## src/rtl/alu_pkg.sv

```systemverilog
// Shared types for the sequential ALU: opcodes, FSM states and the status-flag bundle.
package alu_pkg;

  typedef enum logic [2:0] {
    OP_OR  = 3'b000,
    OP_XOR = 3'b001,
    OP_ADD = 3'b010,
    OP_SUB = 3'b011,
    OP_AND = 3'b100,
    OP_SHL = 3'b101,
    OP_SHR = 3'b110,
    OP_MUL = 3'b111
  } op_e;

  typedef enum logic [1:0] {
    IDLE = 2'd0,
    EXEC = 2'd1,
    DONE = 2'd2
  } state_e;

  typedef struct packed {
    logic cout;
    logic negative;
    logic zero;
    logic overflow;
  } flags_t;

endpackage

```

## src/rtl/alu_comb.sv

```systemverilog
// Combinational datapath for the seven single-cycle opcodes; MUL yields zero here.
module alu_comb
  import alu_pkg::*;
#(
  parameter int unsigned WIDTH = 4
) (
  input  logic [WIDTH-1:0] a_i,
  input  logic [WIDTH-1:0] b_i,
  input  op_e              op_i,
  output logic [WIDTH-1:0] result_o,
  output flags_t           flags_o
);

  localparam int unsigned MSB = WIDTH - 1;
  localparam logic [WIDTH:0] WIDTH_V = (WIDTH + 1)'(WIDTH);

  logic [WIDTH:0] sum;
  logic [WIDTH:0] diff;
  logic [WIDTH:0] shl;
  logic [WIDTH:0] shr;
  logic           shamt_zero;
  logic           shamt_big;

  // Extra bit on each side captures carry/not-borrow or the last bit shifted out.
  assign sum        = {1'b0, a_i} + {1'b0, b_i};
  assign diff       = {1'b0, a_i} + {1'b0, ~b_i} + (WIDTH + 1)'(1);
  assign shl        = {1'b0, a_i} << b_i;
  assign shr        = {a_i, 1'b0} >> b_i;
  assign shamt_zero = (b_i == '0);
  assign shamt_big  = ({1'b0, b_i} >= WIDTH_V);

  always_comb begin
    result_o = '0;
    flags_o  = '0;
    case (op_i)
      OP_OR:  result_o = a_i | b_i;
      OP_XOR: result_o = a_i ^ b_i;
      OP_AND: result_o = a_i & b_i;
      OP_ADD: begin
        result_o         = sum[WIDTH-1:0];
        flags_o.cout     = sum[WIDTH];
        flags_o.overflow = (a_i[MSB] == b_i[MSB]) && (sum[MSB] != a_i[MSB]);
      end
      OP_SUB: begin
        result_o         = diff[WIDTH-1:0];
        flags_o.cout     = diff[WIDTH];
        flags_o.overflow = (a_i[MSB] != b_i[MSB]) && (diff[MSB] != a_i[MSB]);
      end
      OP_SHL: begin
        if (shamt_zero) begin
          result_o = a_i;
        end else if (!shamt_big) begin
          result_o     = shl[WIDTH-1:0];
          flags_o.cout = shl[WIDTH];
        end
      end
      OP_SHR: begin
        if (shamt_zero) begin
          result_o = a_i;
        end else if (!shamt_big) begin
          result_o     = shr[WIDTH:1];
          flags_o.cout = shr[0];
        end
      end
      default: ;
    endcase
    flags_o.negative = result_o[MSB];
    flags_o.zero     = (result_o == '0);
  end

endmodule

```

## src/rtl/seq_alu.sv

```systemverilog
// Handshaked, registered ALU: single-cycle logic/arith/shift ops plus a
// WIDTH-cycle shift-add unsigned multiply, with registered status flags.
module seq_alu
  import alu_pkg::*;
#(
  parameter int unsigned WIDTH = 4
) (
  input  logic             clk,
  input  logic             rst_n,
  input  logic             in_valid,
  output logic             in_ready,
  input  logic [WIDTH-1:0] a,
  input  logic [WIDTH-1:0] b,
  input  logic [2:0]       sel,
  output logic             out_valid,
  input  logic             out_ready,
  output logic [WIDTH-1:0] result,
  output logic             cout,
  output logic             negative,
  output logic             zero,
  output logic             overflow
);

  localparam int unsigned       CNT_W    = $clog2(WIDTH);
  localparam logic [CNT_W-1:0]  CNT_INIT = CNT_W'(WIDTH - 1);

  state_e             state_q, state_d;
  logic [WIDTH-1:0]   result_q, result_d;
  flags_t             flags_q, flags_d;
  logic               out_valid_q, out_valid_d;
  logic [2*WIDTH-1:0] mcand_q, mcand_d;
  logic [WIDTH-1:0]   mplier_q, mplier_d;
  logic [2*WIDTH-1:0] acc_q, acc_d;
  logic [CNT_W-1:0]   cnt_q, cnt_d;

  logic               accept;
  op_e                op_in;
  logic [WIDTH-1:0]   alu_result;
  flags_t             alu_flags;
  logic [2*WIDTH-1:0] acc_sum;

  assign op_in    = op_e'(sel);
  assign in_ready = (state_q == IDLE) || ((state_q == DONE) && out_ready);
  assign accept   = in_valid && in_ready;
  assign acc_sum  = acc_q + (mplier_q[0] ? mcand_q : '0);

  alu_comb #(.WIDTH(WIDTH)) u_alu_comb (
    .a_i      (a),
    .b_i      (b),
    .op_i     (op_in),
    .result_o (alu_result),
    .flags_o  (alu_flags)
  );

  // State register
  always_ff @(posedge clk or negedge rst_n) begin
    if (!rst_n) state_q <= IDLE;
    else        state_q <= state_d;
  end

  // Next-state logic; DONE with out_ready behaves like IDLE for a fresh accept
  always_comb begin
    state_d = state_q;
    case (state_q)
      IDLE, DONE: begin
        if (accept)                               state_d = (op_in == OP_MUL) ? EXEC : DONE;
        else if ((state_q == DONE) && out_ready)  state_d = IDLE;
      end
      EXEC:    if (cnt_q == '0) state_d = DONE;
      default: state_d = IDLE;
    endcase
  end

  // Datapath next values: load on accept, one multiplier bit per EXEC cycle
  always_comb begin
    result_d    = result_q;
    flags_d     = flags_q;
    out_valid_d = out_valid_q;
    mcand_d     = mcand_q;
    mplier_d    = mplier_q;
    acc_d       = acc_q;
    cnt_d       = cnt_q;
    if (accept) begin
      if (op_in == OP_MUL) begin
        out_valid_d = 1'b0;
        mcand_d     = {{WIDTH{1'b0}}, a};
        mplier_d    = b;
        acc_d       = '0;
        cnt_d       = CNT_INIT;
      end else begin
        result_d    = alu_result;
        flags_d     = alu_flags;
        out_valid_d = 1'b1;
      end
    end else if (state_q == EXEC) begin
      acc_d    = acc_sum;
      mcand_d  = mcand_q << 1;
      mplier_d = mplier_q >> 1;
      cnt_d    = cnt_q - CNT_W'(1);
      if (cnt_q == '0) begin
        cnt_d            = '0;
        result_d         = acc_sum[WIDTH-1:0];
        flags_d.cout     = |acc_sum[2*WIDTH-1:WIDTH];
        flags_d.overflow = |acc_sum[2*WIDTH-1:WIDTH];
        flags_d.negative = acc_sum[WIDTH-1];
        flags_d.zero     = (acc_sum[WIDTH-1:0] == '0);
        out_valid_d      = 1'b1;
      end
    end else if ((state_q == DONE) && out_ready) begin
      out_valid_d = 1'b0;
    end
  end

  always_ff @(posedge clk or negedge rst_n) begin
    if (!rst_n) begin
      result_q    <= '0;
      flags_q     <= '0;
      out_valid_q <= 1'b0;
      mcand_q     <= '0;
      mplier_q    <= '0;
      acc_q       <= '0;
      cnt_q       <= '0;
    end else begin
      result_q    <= result_d;
      flags_q     <= flags_d;
      out_valid_q <= out_valid_d;
      mcand_q     <= mcand_d;
      mplier_q    <= mplier_d;
      acc_q       <= acc_d;
      cnt_q       <= cnt_d;
    end
  end

  assign result    = result_q;
  assign cout      = flags_q.cout;
  assign negative  = flags_q.negative;
  assign zero      = flags_q.zero;
  assign overflow  = flags_q.overflow;
  assign out_valid = out_valid_q;

endmodule

```

## config.mk

```make
export PLATFORM = sky130hd
export DESIGN_NAME = seq_alu
export DESIGN_NICKNAME = d
export VERILOG_FILES = /design/src/rtl/alu_pkg.sv /design/src/rtl/alu_comb.sv /design/src/rtl/seq_alu.sv
export SDC_FILE = /design/constraint.sdc
export NUM_CORES = 1
export LEC_CHECK = 0
export BUFFER_PORTS_ARGS = -buffer_cell sky130_fd_sc_hd__buf_4
export CORE_UTILIZATION = 43
export CTS_CLUSTER_DIAMETER = 50
export DETAILED_ROUTE_END_ITERATION = 6
export PLACE_DENSITY = 0.61
export RECOVER_POWER = 25
export SLEW_MARGIN = 5
export SYNTH_ARGS = -nofsm -noshare
export SYNTH_HDL_FRONTEND = slang
export SYNTH_SLANG_ARGS = --single-unit
```

## constraint.sdc

```tcl
create_clock -name clk -period 6.3 [get_ports clk]
set_input_delay 1.26 -clock clk [delete_from_list [all_inputs] [get_ports clk]]
set_output_delay 1.26 -clock clk [all_outputs]
set_load 0.01 [all_outputs]
```

==> summary.md <==
| Metric | Value |
|---|---|
| Antenna diodes | 0 |
| Crit-path max FO | 17 |
| Worst Hold Class | reg -> reg |
| Share of layout cells above drive strength 1 | 12.2% |
| Clock sink count | 32 |
| Most frequent cells in the layout | nand2_1 (44), nand3_1 (32), dfrtp_1 (32), o21ai_0 (30), buf_4 (24) |
| DRC Markers | 0 |
| Largest net degree at the start of global routing | 33 |
| Placer congestion estimate | 0.938 |
| Hold path cells | 2 |
| Synth area leader | dfrtp_1 |
| Critical path arrival | 3.31 ns |
| Slew HR | -22.5% |
| DR iter-0 viols | 138 |
| Peak supply drop | 0.275 mV |
| Seq/Total Area, Yosys | 30.7% |
| Initial antenna violation count | 0 |
| CTS tree | done |
| I/O Pins | 25 |
| Final setup margin | 3.21 ns |
| Sw Pwr | 0.000403 W |
| Initial Util | 45.9% |
| CTS Buffer Depth | 2 |
| First-pass GRT wire length | 11200 um |
| Number of synthesized flops with an enable pin | 0 |
| Synth-to-Final Area Change | 12.3% |
| Worst setup SP type | primary input |
| WL final | 6590 um |
| Status | finished, violations left |
| Root buf cell | clkbuf_8 |
| Clock Power Share | 20.4% |
| FF-to-FF path depth | 10 |
| Die area | 6380 sq um |
| Sw Share | 40.0% |
| Yosys top cell area share | 30.7% |
| Final period util | 49.1% |
| Clock Skews | 0.00776 ns |
| H-Tree Depth | 2 |
| Comb power frac | 43.6% |
| Setup bufs post-CTS | 0 |
| Die W | 79.9 um |
| Synth Warn # | 0 |
| PD cells | 345 nW/um^2 |
| Period minus WS final | 3.09 ns |
| Actual slew at the worst max-slew pin | 1.84 ns |
| Non-filler cells, final | 409 |
| Post-synthesis cell area | 2610 sq um |
| WL per Instance | 16.1 um |
| Critical Path Sink Type | flop |
| Total track usage | 22.8% |
| #FFs+latches synth | 32 |
| Hold Violations, Final | 0 |
| Post-CTS sizing | 0 |
| CP Data Required Time | 6.52 ns |
| Final setup viols | 0 |
| # rows | 27 |
| Ranking of synthesized cells by area | dfrtp_1 (31%), ha_1 (9.6%), nand2_1 (6.3%), nand3_1 (6.1%), o21ai_0 (5.8%) |
| FFs w/ async S/R, synth | 100% |
| Placed cells | 401 |
| Syn Nets | 358 |
| Layout Utilization | 51.6% |
| Ys flop type | dfrtp_1 |
| Post-route setup TNS | 0 ns |
| Max-cap violations | 1 |
| Pint | 0.000605 W |
| R2r endpoint | overflow |
| Placement Setup Slack | 2.95 ns |
| Vias in the first global route | 2289 |
| Clock slew at reported path FFs | 0.08 ns |
| Post-DP HPWL | 4820 um |
| Commonest non-fill, non-tap cell in the layout | nand2_1 |
| Netlist cell types | 49 |
| Total Power | 0.00101 W |
| Nets | 374 |
| Leakage power | 1.33 nW |
| GRT overflow | 0 |
| Hold endpoint | mcand_q[4] |
| Mapped Cells | 320 |
| I/O Buffers | 24 |
| Worst hold start | mcand_q[3] |
| Clk_lat worst skew | 0.29 ns |
| Reg-to-reg slack, setup | 3.50 ns |
| Reg power frac | 36.0% |
| Core Area | 5680 sq um |
| Failing checks | max-capacitance violations, max-slew violations |
| Vias post-DR | 2392 |
| CP Class | in -> reg |
| CTS Buf Count | 5 |
| Reg2reg start | mplier_q[0] |
| First-pass DRT Iterations | 4 |
| Die Span Y | 79.9 um |
| RSZ-0062 raised after global routing | false |
| Syn avg cell area | 8.14 sq um |
| Max Freq | 0.323 GHz |
| Post-CTS Hold Buffers | 0 |
| Via density | 5.85 |
| DRT antenna net count | 0 |
| Slew Viols, Final | 33 |
## worst max-delay path by stage
stage,startpoint,to,depth (start not counted)
2_1_floorplan,a[0],result[2],9
3_3_place_gp,b[0],result[2],10
3_5_place_dp,b[0],result[2],10
4_1_cts,b[0],result[2],10
5_1_grt,b[0],zero,10
6_report,b[0],zero,10
## synthesized netlist by cell type (all sizes together) (2+ instances only)
cell type,n
buf,5
a21o,2
nand4,5
mux2i,2
o2bb2ai,2
nand2b,5
nand2,45
and2,6
mux2,2
xnor2,4
inv,20
nor2b,5
o31ai,3
o31a,3
o21bai,2
nor2,13
a31oi,2
nand3b,4
o22ai,2
xor2,6
a21oi,10
a211oi,5
nand3,32
dfrtp,32
o21a,3
nor3,9
o221ai,2
o211ai,9
clkbuf,11
or3,4
o21ai,30
ha,20
fa,3
## power groups by stage
stage	logic [W]	clock network, W	registers, W
2_1_floorplan	0.000297	0	0.000361
3_3_place_gp	0.000434	0	0.000366
3_5_place_dp	0.000439	0	0.000367
4_1_cts	0.000442	0.000213	0.000364
5_1_grt	0.000497	0.000221	0.000376
6_report	0.000440	0.000206	0.000363
## cells by family (layout without fill, tap and decap cells)
logic type | after synthesis | count (layout) | share of synthesized area (%)
AND/OR/NAND/NOR | 128 | 128 | 23.7
multiplexers | 4 | 4 | 1.63
AO/OA/AOI/OAI | 86 | 86 | 23.0
flip-flops | 32 | 32 | 30.7
adder cells (fa/ha/maj) | 23 | 23 | 11.9
XOR/XNOR | 10 | 10 | 3.36
buffers and inverters | 37 | 54 | 5.66
## worst max-delay path: stages
cell and delay (ns):
buf_4 0.18, ha_1 0.23, inv_1 0.08, fa_1 0.47
mux2_2 0.13, o21ai_0 0.07, nand2_1 0.08, nand4_1 0.13
a2111oi_0 0.45, a41o_1 0.24
## final cells by class
cell class | count | area (sq um)
Clock buffer | 5 | 68.8
Clock inverter | 3 | 46.3
Fill cell | 556 | 2750
Inverter | 21 | 78.8
Multi-Input combinational cell | 251 | 1660
Sequential cell | 32 | 801
Tap cell | 72 | 90.1
Timing Repair Buffer | 25 | 184
## layer usage
| layer | routed length [um] | track usage, % |
|---|---|---|
| met5 | 0 | 0 |
| met1 | 3130 | 29.9 |
| met4 | 103 | 7.50 |
| met2 | 3120 | 37.3 |
| met3 | 231 | 4.57 |
## metrics by stage
step	hold slack (ns)	cell area (sq um)
final	0.488	2930
after global routing	0.521	2930
after floorplan	0.453	2610
after global placement	0.471	2820
after detailed placement	0.481	2820
after CTS	0.495	2930
## registers in the layout (all words and copies together) (netlist names), 2 cells and up
| register | count |
|---|---|
| cnt_q | 2 |
| mplier_q | 4 |
| mcand_q | 8 |
| acc_q | 8 |
| result | 4 |
| state_q | 2 |
No activity file was read; power rests on OpenSTA's default activity.
